--- src/rtl/interrupt_controller.sv ---
// Interrupt front end: synchronises irq_in, latches a pending request, owns the I flag,
// and sequences acknowledge, service, RETIE flag restore and the post-return drain gap.
module interrupt_controller #(
  parameter int SYNC_STAGES = 2,
  parameter int EDGE_MODE   = 1,
  parameter int GAP_CYCLES  = 3
) (
  input  logic       clk,
  input  logic       reset_n,
  input  logic       irq_in,
  input  logic       sei,
  input  logic       cli,
  input  logic       retie,
  input  logic       int_ack,
  input  logic       c_in,
  input  logic       z_in,
  output logic       interrupt,
  output logic       interrupt_flag,
  output logic       flags_restore,
  output logic       c_shadow,
  output logic       z_shadow,
  output logic       int_pending,
  output logic [7:0] int_count,
  output logic       ack_err
);

  typedef enum logic [1:0] {
    IDLE    = 2'd0,
    SERVICE = 2'd1,
    HOLD    = 2'd2
  } state_t;

  localparam logic [3:0] GAP_LOAD = 4'(GAP_CYCLES);

  state_t                 state;
  logic [SYNC_STAGES-1:0] sync_q;
  logic                   synced_d;
  logic [3:0]             gap_cnt;

  logic synced;
  logic sync_edge;
  logic ack_ok;
  logic pending_next;
  logic flag_next;

  assign synced    = sync_q[SYNC_STAGES-1];
  assign sync_edge = synced & ~synced_d;
  assign ack_ok    = int_ack & interrupt & (state == IDLE);

  // Next pending and I-flag values; the request is computed from these so a
  // synced edge or an sei reaches `interrupt` in a single cycle.
  always_comb begin
    pending_next = int_pending;
    if (EDGE_MODE != 0) begin
      if (sync_edge)
        pending_next = 1'b1;
      else if (ack_ok)
        pending_next = 1'b0;
    end else begin
      pending_next = synced;
    end

    flag_next = interrupt_flag;
    if (ack_ok)
      flag_next = 1'b0;
    else if (cli)
      flag_next = 1'b0;
    else if (retie || sei)
      flag_next = 1'b1;
  end

  always_ff @(posedge clk or negedge reset_n) begin
    if (!reset_n) begin
      state          <= IDLE;
      sync_q         <= '0;
      synced_d       <= 1'b0;
      gap_cnt        <= 4'd0;
      interrupt      <= 1'b0;
      interrupt_flag <= 1'b0;
      flags_restore  <= 1'b0;
      c_shadow       <= 1'b0;
      z_shadow       <= 1'b0;
      int_pending    <= 1'b0;
      int_count      <= 8'd0;
      ack_err        <= 1'b0;
    end else begin
      sync_q         <= {sync_q[SYNC_STAGES-2:0], irq_in};
      synced_d       <= synced;
      int_pending    <= pending_next;
      interrupt_flag <= flag_next;
      flags_restore  <= 1'b0;

      if (int_ack && !interrupt)
        ack_err <= 1'b1;

      case (state)
        IDLE: begin
          if (ack_ok) begin
            c_shadow  <= c_in;
            z_shadow  <= z_in;
            interrupt <= 1'b0;
            if (int_count != 8'hFF)
              int_count <= int_count + 8'd1;
            state <= SERVICE;
          end else begin
            interrupt <= pending_next & flag_next;
          end
        end

        SERVICE: begin
          interrupt <= 1'b0;
          if (retie) begin
            flags_restore <= 1'b1;
            gap_cnt       <= GAP_LOAD;
            state         <= HOLD;
          end
        end

        // The last HOLD cycle already evaluates the request so it can rise
        // exactly GAP_CYCLES cycles after the restore pulse.
        HOLD: begin
          if (gap_cnt == 4'd1) begin
            gap_cnt   <= 4'd0;
            state     <= IDLE;
            interrupt <= pending_next & flag_next;
          end else begin
            gap_cnt   <= gap_cnt - 4'd1;
            interrupt <= 1'b0;
          end
        end

        default: begin
          state     <= IDLE;
          interrupt <= 1'b0;
        end
      endcase
    end
  end

endmodule

--- config.mk ---
export PLATFORM = sky130hd
export DESIGN_NAME = interrupt_controller
export DESIGN_NICKNAME = d
export VERILOG_FILES = /design/src/rtl/interrupt_controller.sv
export SDC_FILE = /design/constraint.sdc
export NUM_CORES = 1
export LEC_CHECK = 0
export ABC_AREA = 1
export BUFFER_PORTS_ARGS = -buffer_cell sky130_fd_sc_hd__buf_2
export CORE_ASPECT_RATIO = 1.5
export CORE_MARGIN = 2
export CORE_UTILIZATION = 53
export DETAILED_ROUTE_END_ITERATION = 10
export PLACE_DENSITY = 0.8
export SYNTH_ARGS = -nofsm -noshare
export SYNTH_HDL_FRONTEND = slang
export SYNTH_SLANG_ARGS = --single-unit
--- constraint.sdc ---
create_clock -name clk -period 1.5 [get_ports clk]
set_input_delay 0.3 -clock clk [delete_from_list [all_inputs] [get_ports clk]]
set_output_delay 0.3 -clock clk [all_outputs]
set_load 0.05 [all_outputs]
==> results of run 1 <==
## through the flow
step,instances,setup slack (ns)
final,188,0.0988
after global routing,188,0.0381
after CTS,188,0.0883
after detailed placement,183,0.206
after global placement,183,0.250
after floorplan,138,0.109
## flip-flops by register name, indices dropped and copies added (netlist names)
signal / cells
ack_err: 1
c_shadow: 1
flags_restore: 1
gap_cnt: 4
int_count: 8
int_pending: 1
interrupt: 1
interrupt_flag: 1
state: 2
sync_q: 2
synced_d: 1
z_shadow: 1
## cell type report
type                    count  area (um2)  area share [%]
inverters                  21        88.8            6.54
well taps                  22        27.5            2.03
repair buffers             24         125            9.21
clock buffers               4        26.3            1.93
multi-input cells          93         488            35.9
flip-flops and latches     24         603            44.4
## per-layer routing
layer  up-vias  wire length [um]  GRT usage [%]
met5         -                 0              0
met4         0                24           9.82
met3         2                75           2.02
met2        19              1090           36.0
met1       445               935           23.4
li1        482                 -              -
## cells in the final DEF, fill, tap and decap left out, drive strengths merged, types with 2 or more instances in the layout
cell type  netlist  final
clkinv           2      2
nor2            12     12
o21ai            7      7
dfrtp           24     24
ha               3      3
xor2             2      2
nand3            9      9
xnor2            2      2
buf              0     23
nand2           53     53
clkbuf           0      4
inv             19     19
## cell usage after synthesis
cell type	n	area share (%)
xor2_1	2	1.5
ha_1	3	3.2
o21ai_0	5	2.1
nor2_2	3	1.6
xnor2_1	2	1.5
nand2_1	49	16
nor2_1	8	2.6
nand3_1	7	3.0
nor2_4	1	0.96
clkinv_4	1	0.74
inv_2	1	0.32
nand3_2	1	0.85
o211ai_1	1	0.64
nand2_2	3	1.6
nand4_1	1	0.53
nand3_4	1	1.5
o22ai_1	1	0.53
inv_6	1	0.74
o21ai_1	2	0.85
o21bai_1	1	0.64
inv_1	17	5.4
dfrtp_1	24	51
nand2_8	1	1.7
clkinv_1	1	0.32
o31ai_1	1	0.64
## worst paths after layout
kind,start,endpoint,depth (start not counted)
min in group asynchronous,reset_n,interrupt_flag$_DFF_PN0_,2
worst min register to register,sync_q[0]$_DFF_PN0_,sync_q[1]$_DFF_PN0_,0
worst max register to register,int_count[0]$_DFFE_PN0P_,int_count[2]$_DFFE_PN0P_,7
max in group asynchronous,reset_n,int_count[1]$_DFFE_PN0P_,2
worst max-delay path,int_count[5]$_DFFE_PN0P_,int_count[5],1
worst min-delay path,irq_in,sync_q[0]$_DFF_PN0_,1
## power by group
part           total [mW]  internal, mW  leakage (nW)  switching, mW
Sequential          0.999         0.829         0.300          0.171
Combinational        1.17         0.318         0.414          0.848
Clock               0.281         0.103        0.0150          0.177
## timing repair
item                                   4_1_cts  5_1_grt
gates resized for setup                      0        0
hold buffers                                 1        0
endpoints found under the hold margin       24        0
## logic make-up (layout without fill, tap and decap cells)
kind of cell / count (synthesis) / count (layout)
adder cells (fa/ha/maj): 3 / 3
XOR/XNOR: 4 / 4
flip-flops: 24 / 24
AND/OR/NAND/NOR: 75 / 75
AO/OA/AOI/OAI: 11 / 11
buffers and inverters: 21 / 49
==> qor.txt, run 1 <==
==============================================================================
Synthesized-area fraction occupied by ao, oa, aoi and oai cells          5.42%
Number of max-slew violations in the final report                            0
CTS buffer count                                                             3
Height of the chip                                                     61.7 um
Sum of overflow across all layers after global routing                       0
DR iter-0 viols                                                             23
#FFs+latches synth                                                          24
Element type at the critical path start                              flip-flop
Minimum clock period                                                   1.40 ns
Share of cell area taken by muxes after synthesis                           0%
Setup clock skew after layout                                       0.00804 ns
Starting density of the core                                             56.7%
Unrepaired setup endpoints after global routing                             no
Total number of clock tree sinks                                            24
Maximum number of pins on one net before global-route repair                25
Number of levels in the clock H-tree                                         1
CTS tree                                                                  done
Class of the tightest hold or removal check                             in2reg
Detail Route Antenna Nets                                                    0
Slack of the worst reg-to-reg path                                     0.17 ns
Root Buffer Master                                                    clkbuf_4
Adder and majority gate portion of the synthesized area                  3.19%
Element type at the critical path end                             primary output
Total Routing Usage GR                                                   19.7%
Avg Synthesized Cell Area                                             8.53 um2
HPWL after detailed placement                                          1660 um
Routed wire per std cell                                               11.3 um
Via count                                                                  948
ANT cells                                                                    0
Maxcap violations                                                            0
Outcome                                                           finished, final reports clean
Core Util, Final                                                         65.4%
Layout Area Growth over Synthesis                                        15.4%
Setup TNS                                                                 0 ns
Largest fanout on the critical path                                          7
Worst Path Buf+Inv                                                           1
Sequential fraction of the synthesis area                                51.0%
Via count of the first global-routing pass                                 932
Synth warnings                                                               0
Via-to-Cell Ratio                                                         5.04
Cell count after synthesis                                                 138
Net count of the finished layout                                           179
Simple-Gate Fraction of Synth Area                                       29.9%
Ratio of total power to cell area                                  1800 mW/mm2
Worst hold slack                                                      0.101 ns
Pwr Total                                                              2.45 mW
Horiz. Die Dim                                                         42.5 um
Crit Path Class                                                        reg2out
Final setup violation count                                                  0
Post-synthesis net count                                                   150
Maximum clock frequency                                                714 MHz
Maximum buffer depth of the clock tree                                       2
Combined area of all synthesized cells                             0.00118 mm2
Highest cell delay on the worst timing path                            0.49 ns
Post-CTS Setup Repair Bufs                                                   0
Max stage delay cell, worst path                                       dfrtp_1
Router iterations before antenna repair                                      4
Xor and xnor area share after synthesis                                  2.98%
Antenna violations before repair                                             0
Crit-path cells                                                          buf_2
Relative slew slack                                                      64.8%
Count of distinct cell types in the synthesized netlist                     25
Max VDD drop                                                           1.08 mV
Share of cells above drive strength 1                                    24.7%
Clock Latency Late Sink                                                0.30 ns
Cell Area, Placed                                                  0.00132 mm2
Clock transition at path regs                                          0.13 ns
Leakage power total                                                   0.728 nW
Cell row count                                                              20
Combinational family with the most area after synthesis           simple AND/OR/NAND/NOR gates
Hold Fails Final Rpt                                                         0
Arrival time reported for the critical path endpoint                   1.10 ns
Data required time at the worst endpoint                               1.20 ns
I/O pin total                                                               24
Overall die area                                                   0.00262 mm2
Worst slew pin tran                                                   0.528 ns
Count of fill cells added during filler insertion                          172
Core Area                                                          0.00208 mm2
First-pass GRT wire length                                             3920 um
Residual DRC count                                                           0
Detailed-route wire length                                             2120 um
Routability cong.                                                        0.789
Part of the cycle the worst path needs                                   93.4%
Largest delay contributor family on the critical path               flip-flops
# port buffers                                                              23
Final instance area                                                0.00136 mm2
==============================================================================
Power figures use the tool's default switching activity.
==> inputs of run 2 (changes only) <==
--- a/config.mk
+++ b/config.mk
@@ -6,10 +6,11 @@
 export NUM_CORES = 1
 export LEC_CHECK = 0
 export ABC_AREA = 1
-export BUFFER_PORTS_ARGS = -buffer_cell sky130_fd_sc_hd__buf_2
+export BUFFER_PORTS_ARGS = -buffer_cell sky130_fd_sc_hd__buf_4
 export CORE_ASPECT_RATIO = 1.5
 export CORE_MARGIN = 2
 export CORE_UTILIZATION = 53
+export CTS_CLUSTER_SIZE = 40
 export DETAILED_ROUTE_END_ITERATION = 10
 export PLACE_DENSITY = 0.8
 export SYNTH_ARGS = -nofsm -noshare
==> run 2 against run 1 <==
Fmax rose by 2.4%. Via count rose by 0.11%. Utilization rose by 4.0 points.
==> qor.txt, run 2 (synthesis results as in run 1) <==
==================================================================================
Outcome                                                               finished, final reports clean   unchanged
Worst Path Buf+Inv                                                               1   unchanged
Data required time at the worst endpoint                                   1.20 ns   about the same
Setup clock skew after layout                                           0.00384 ns   was 0.00804 ns
Flip-flop count of the largest register, all copies and words added              8   unchanged
Largest fanout on the critical path                                              7   unchanged
Sum of overflow across all layers after global routing                           0   unchanged
Unrepaired setup endpoints after global routing                                 no   unchanged
Pwr Total                                                                  2.69 mW   was 2.45 mW
Max VDD drop                                                               1.18 mV   was 1.08 mV
HPWL after detailed placement                                              1540 um   was 1660 um
Setup TNS                                                                     0 ns   unchanged
Register containing the most flip-flops in the final layout              int_count   unchanged
Net count of the finished layout                                               179   unchanged
CTS tree                                                                      done   unchanged
Count of fill cells added during filler insertion                              169   was 172
Final setup violation count                                                      0   unchanged
Total Routing Usage GR                                                       18.8%   was 19.7%
Max stage delay cell, worst path                                           dfrtp_1   unchanged
Maxcap violations                                                                0   unchanged
Element type at the critical path end                                 primary output   unchanged
Registers with the most flip-flops                                    int_count: 8 flops, gap_cnt: 4 flops   unchanged
Router iterations before antenna repair                                          4   unchanged
Minimum clock period                                                       1.37 ns   was 1.40 ns
Number of levels in the clock H-tree                                             1   unchanged
Class of the tightest hold or removal check                                 in2reg   unchanged
Layout Area Growth over Synthesis                                            22.5%   was 15.4%
Count of cells resized by post-cts repair                                        0   unchanged
Most frequent cells in the layout                                     nand2_1, buf_4, dfrtp_1   was nand2_1, buf_2, dfrtp_1
Core Util, Final                                                             69.5%   was 65.4%
Register cell area after layout                                            603 um2   unchanged
Post-CTS Setup Repair Bufs                                                       0   unchanged
Relative slew slack                                                          80.2%   was 64.8%
Antenna violations before repair                                                 0   unchanged
Post-CTS Hold Buffers                                                            1   unchanged
DR iter-0 viols                                                                 22   was 23
Ratio of total power to cell area                                      1860 mW/mm2   was 1800 mW/mm2
Clock transition at path regs                                              0.13 ns   about the same
Place WS                                                                  0.201 ns   was 0.206 ns
Setup WS post-layout                                                      0.132 ns   was 0.0988 ns
Leakage power total                                                       0.754 nW   was 0.728 nW
# port buffers                                                                  23   unchanged
Share of cells above drive strength 1                                        25.3%   was 24.7%
Clock Latency Late Sink                                                    0.32 ns   was 0.30 ns
Crit Path Class                                                            reg2out   unchanged
Maximum buffer depth of the clock tree                                           2   unchanged
Largest delay contributor family on the critical path                   flip-flops   unchanged
Maximum clock frequency                                                    731 MHz   was 714 MHz
Via-to-Cell Ratio                                                             5.05   was 5.04
Area of the multi-input gates                                              488 um2   unchanged
Hold Fails Final Rpt                                                             0   unchanged
Via count of the first global-routing pass                                     905   was 932
Highest cell delay on the worst timing path                                0.50 ns   was 0.49 ns
Residual DRC count                                                               0   unchanged
Routability cong.                                                            0.789   about the same
Horiz. Die Dim                                                             42.5 um   unchanged
Overall die area                                                       0.00262 mm2   unchanged
Part of the cycle the worst path needs                                       91.2%   was 93.4%
Worst slew pin tran                                                       0.296 ns   was 0.528 ns
Detail Route Antenna Nets                                                        0   unchanged
CTS buffer count                                                                 3   unchanged
Most common cell after layout, fill and taps aside                         nand2_1   unchanged
Maximum number of pins on one net before global-route repair                    25   unchanged
Crit-path cells                                                              buf_4   was buf_2
Via count                                                                      949   was 948
First-pass GRT wire length                                                 3770 um   was 3920 um
Height of the chip                                                         61.7 um   unchanged
Cell row count                                                                  20   unchanged
Starting density of the core                                                 56.7%   unchanged
Arrival time reported for the critical path endpoint                       1.07 ns   was 1.10 ns
ANT cells                                                                        0   unchanged
Core Area                                                              0.00208 mm2   unchanged
Number of max-slew violations in the final report                                0   unchanged
Element type at the critical path start                                  flip-flop   unchanged
I/O pin total                                                                   24   unchanged
Root Buffer Master                                                        clkbuf_4   unchanged
Total number of clock tree sinks                                                24   unchanged
Routed wire per std cell                                                   10.9 um   was 11.3 um
Detailed-route wire length                                                 2050 um   was 2120 um
==================================================================================
[run 2: cell count changes in the layout (fill, tap and decap cells not counted)]
cell,delta
bufinv_16,+1
buf_2,-23
buf_4,+23
clkbuf_1,-1
[run 2: through the flow]
stage | cell area (um2) | hold WS (ns) | instances
global route | 1440 | 0.0544 | 188
detailed placement | 1380 | 0.215 | 183
finish | 1440 | 0.0753 | 188
floorplan | 1180 | 0.00441 | 138
CTS | 1440 | 0.0735 | 188
global placement | 1380 | 0.213 | 183
[run 2: path summary, 6_finish.rpt]
kind | startpoint | end | slack, ns | cells past startpoint
worst min-delay path | irq_in | sync_q[0]$_DFF_PN0_ | 0.08 | 1
min in group asynchronous | reset_n | state[0]$_DFFE_PN0P_ | 0.39 | 2
worst max register to register | int_count[0]$_DFFE_PN0P_ | int_count[1]$_DFFE_PN0P_ | 0.18 | 8
worst max-delay path | int_count[5]$_DFFE_PN0P_ | int_count[5] | 0.13 | 1
worst min register to register | sync_q[0]$_DFF_PN0_ | sync_q[1]$_DFF_PN0_ | 0.37 | 0
max in group asynchronous | reset_n | int_count[0]$_DFFE_PN0P_ | 0.86 | 2
[run 2: cell type report]
cell class | count | share of cell area (%)
Clock inverter | 1 | 2.08
Tap cell | 22 | 1.91
Inverter | 21 | 6.16
Multi-Input combinational cell | 93 | 33.8
Timing Repair Buffer | 24 | 12.7
Sequential cell | 24 | 41.8
Clock buffer | 3 | 1.56
[run 2: metal layers]
layer	GRT usage, %	part of all wire [%]	up-vias
met2	32.7	49	22
met5	0	0	-
li1	-	-	482
met4	9.38	2.0	0
met3	2.02	4.6	5
met1	23.5	45	440
[run 2: power breakdown]
part           total [mW]  leakage, nW  internal, mW  switching, mW
registers            1.01        0.300         0.828          0.178
logic                1.21        0.426         0.389          0.823
clock network       0.468       0.0279         0.270          0.198
total                2.69        0.754          1.49           1.20
[run 2: worst register-to-register path, delay by kind of cell (launching register included)]
family                   cells  cell delay [ns]
adder cells (fa/ha/maj)      1             0.25
buffers and inverters        2             0.15
flip-flops                   1             0.46
AND/OR/NAND/NOR              5             0.41
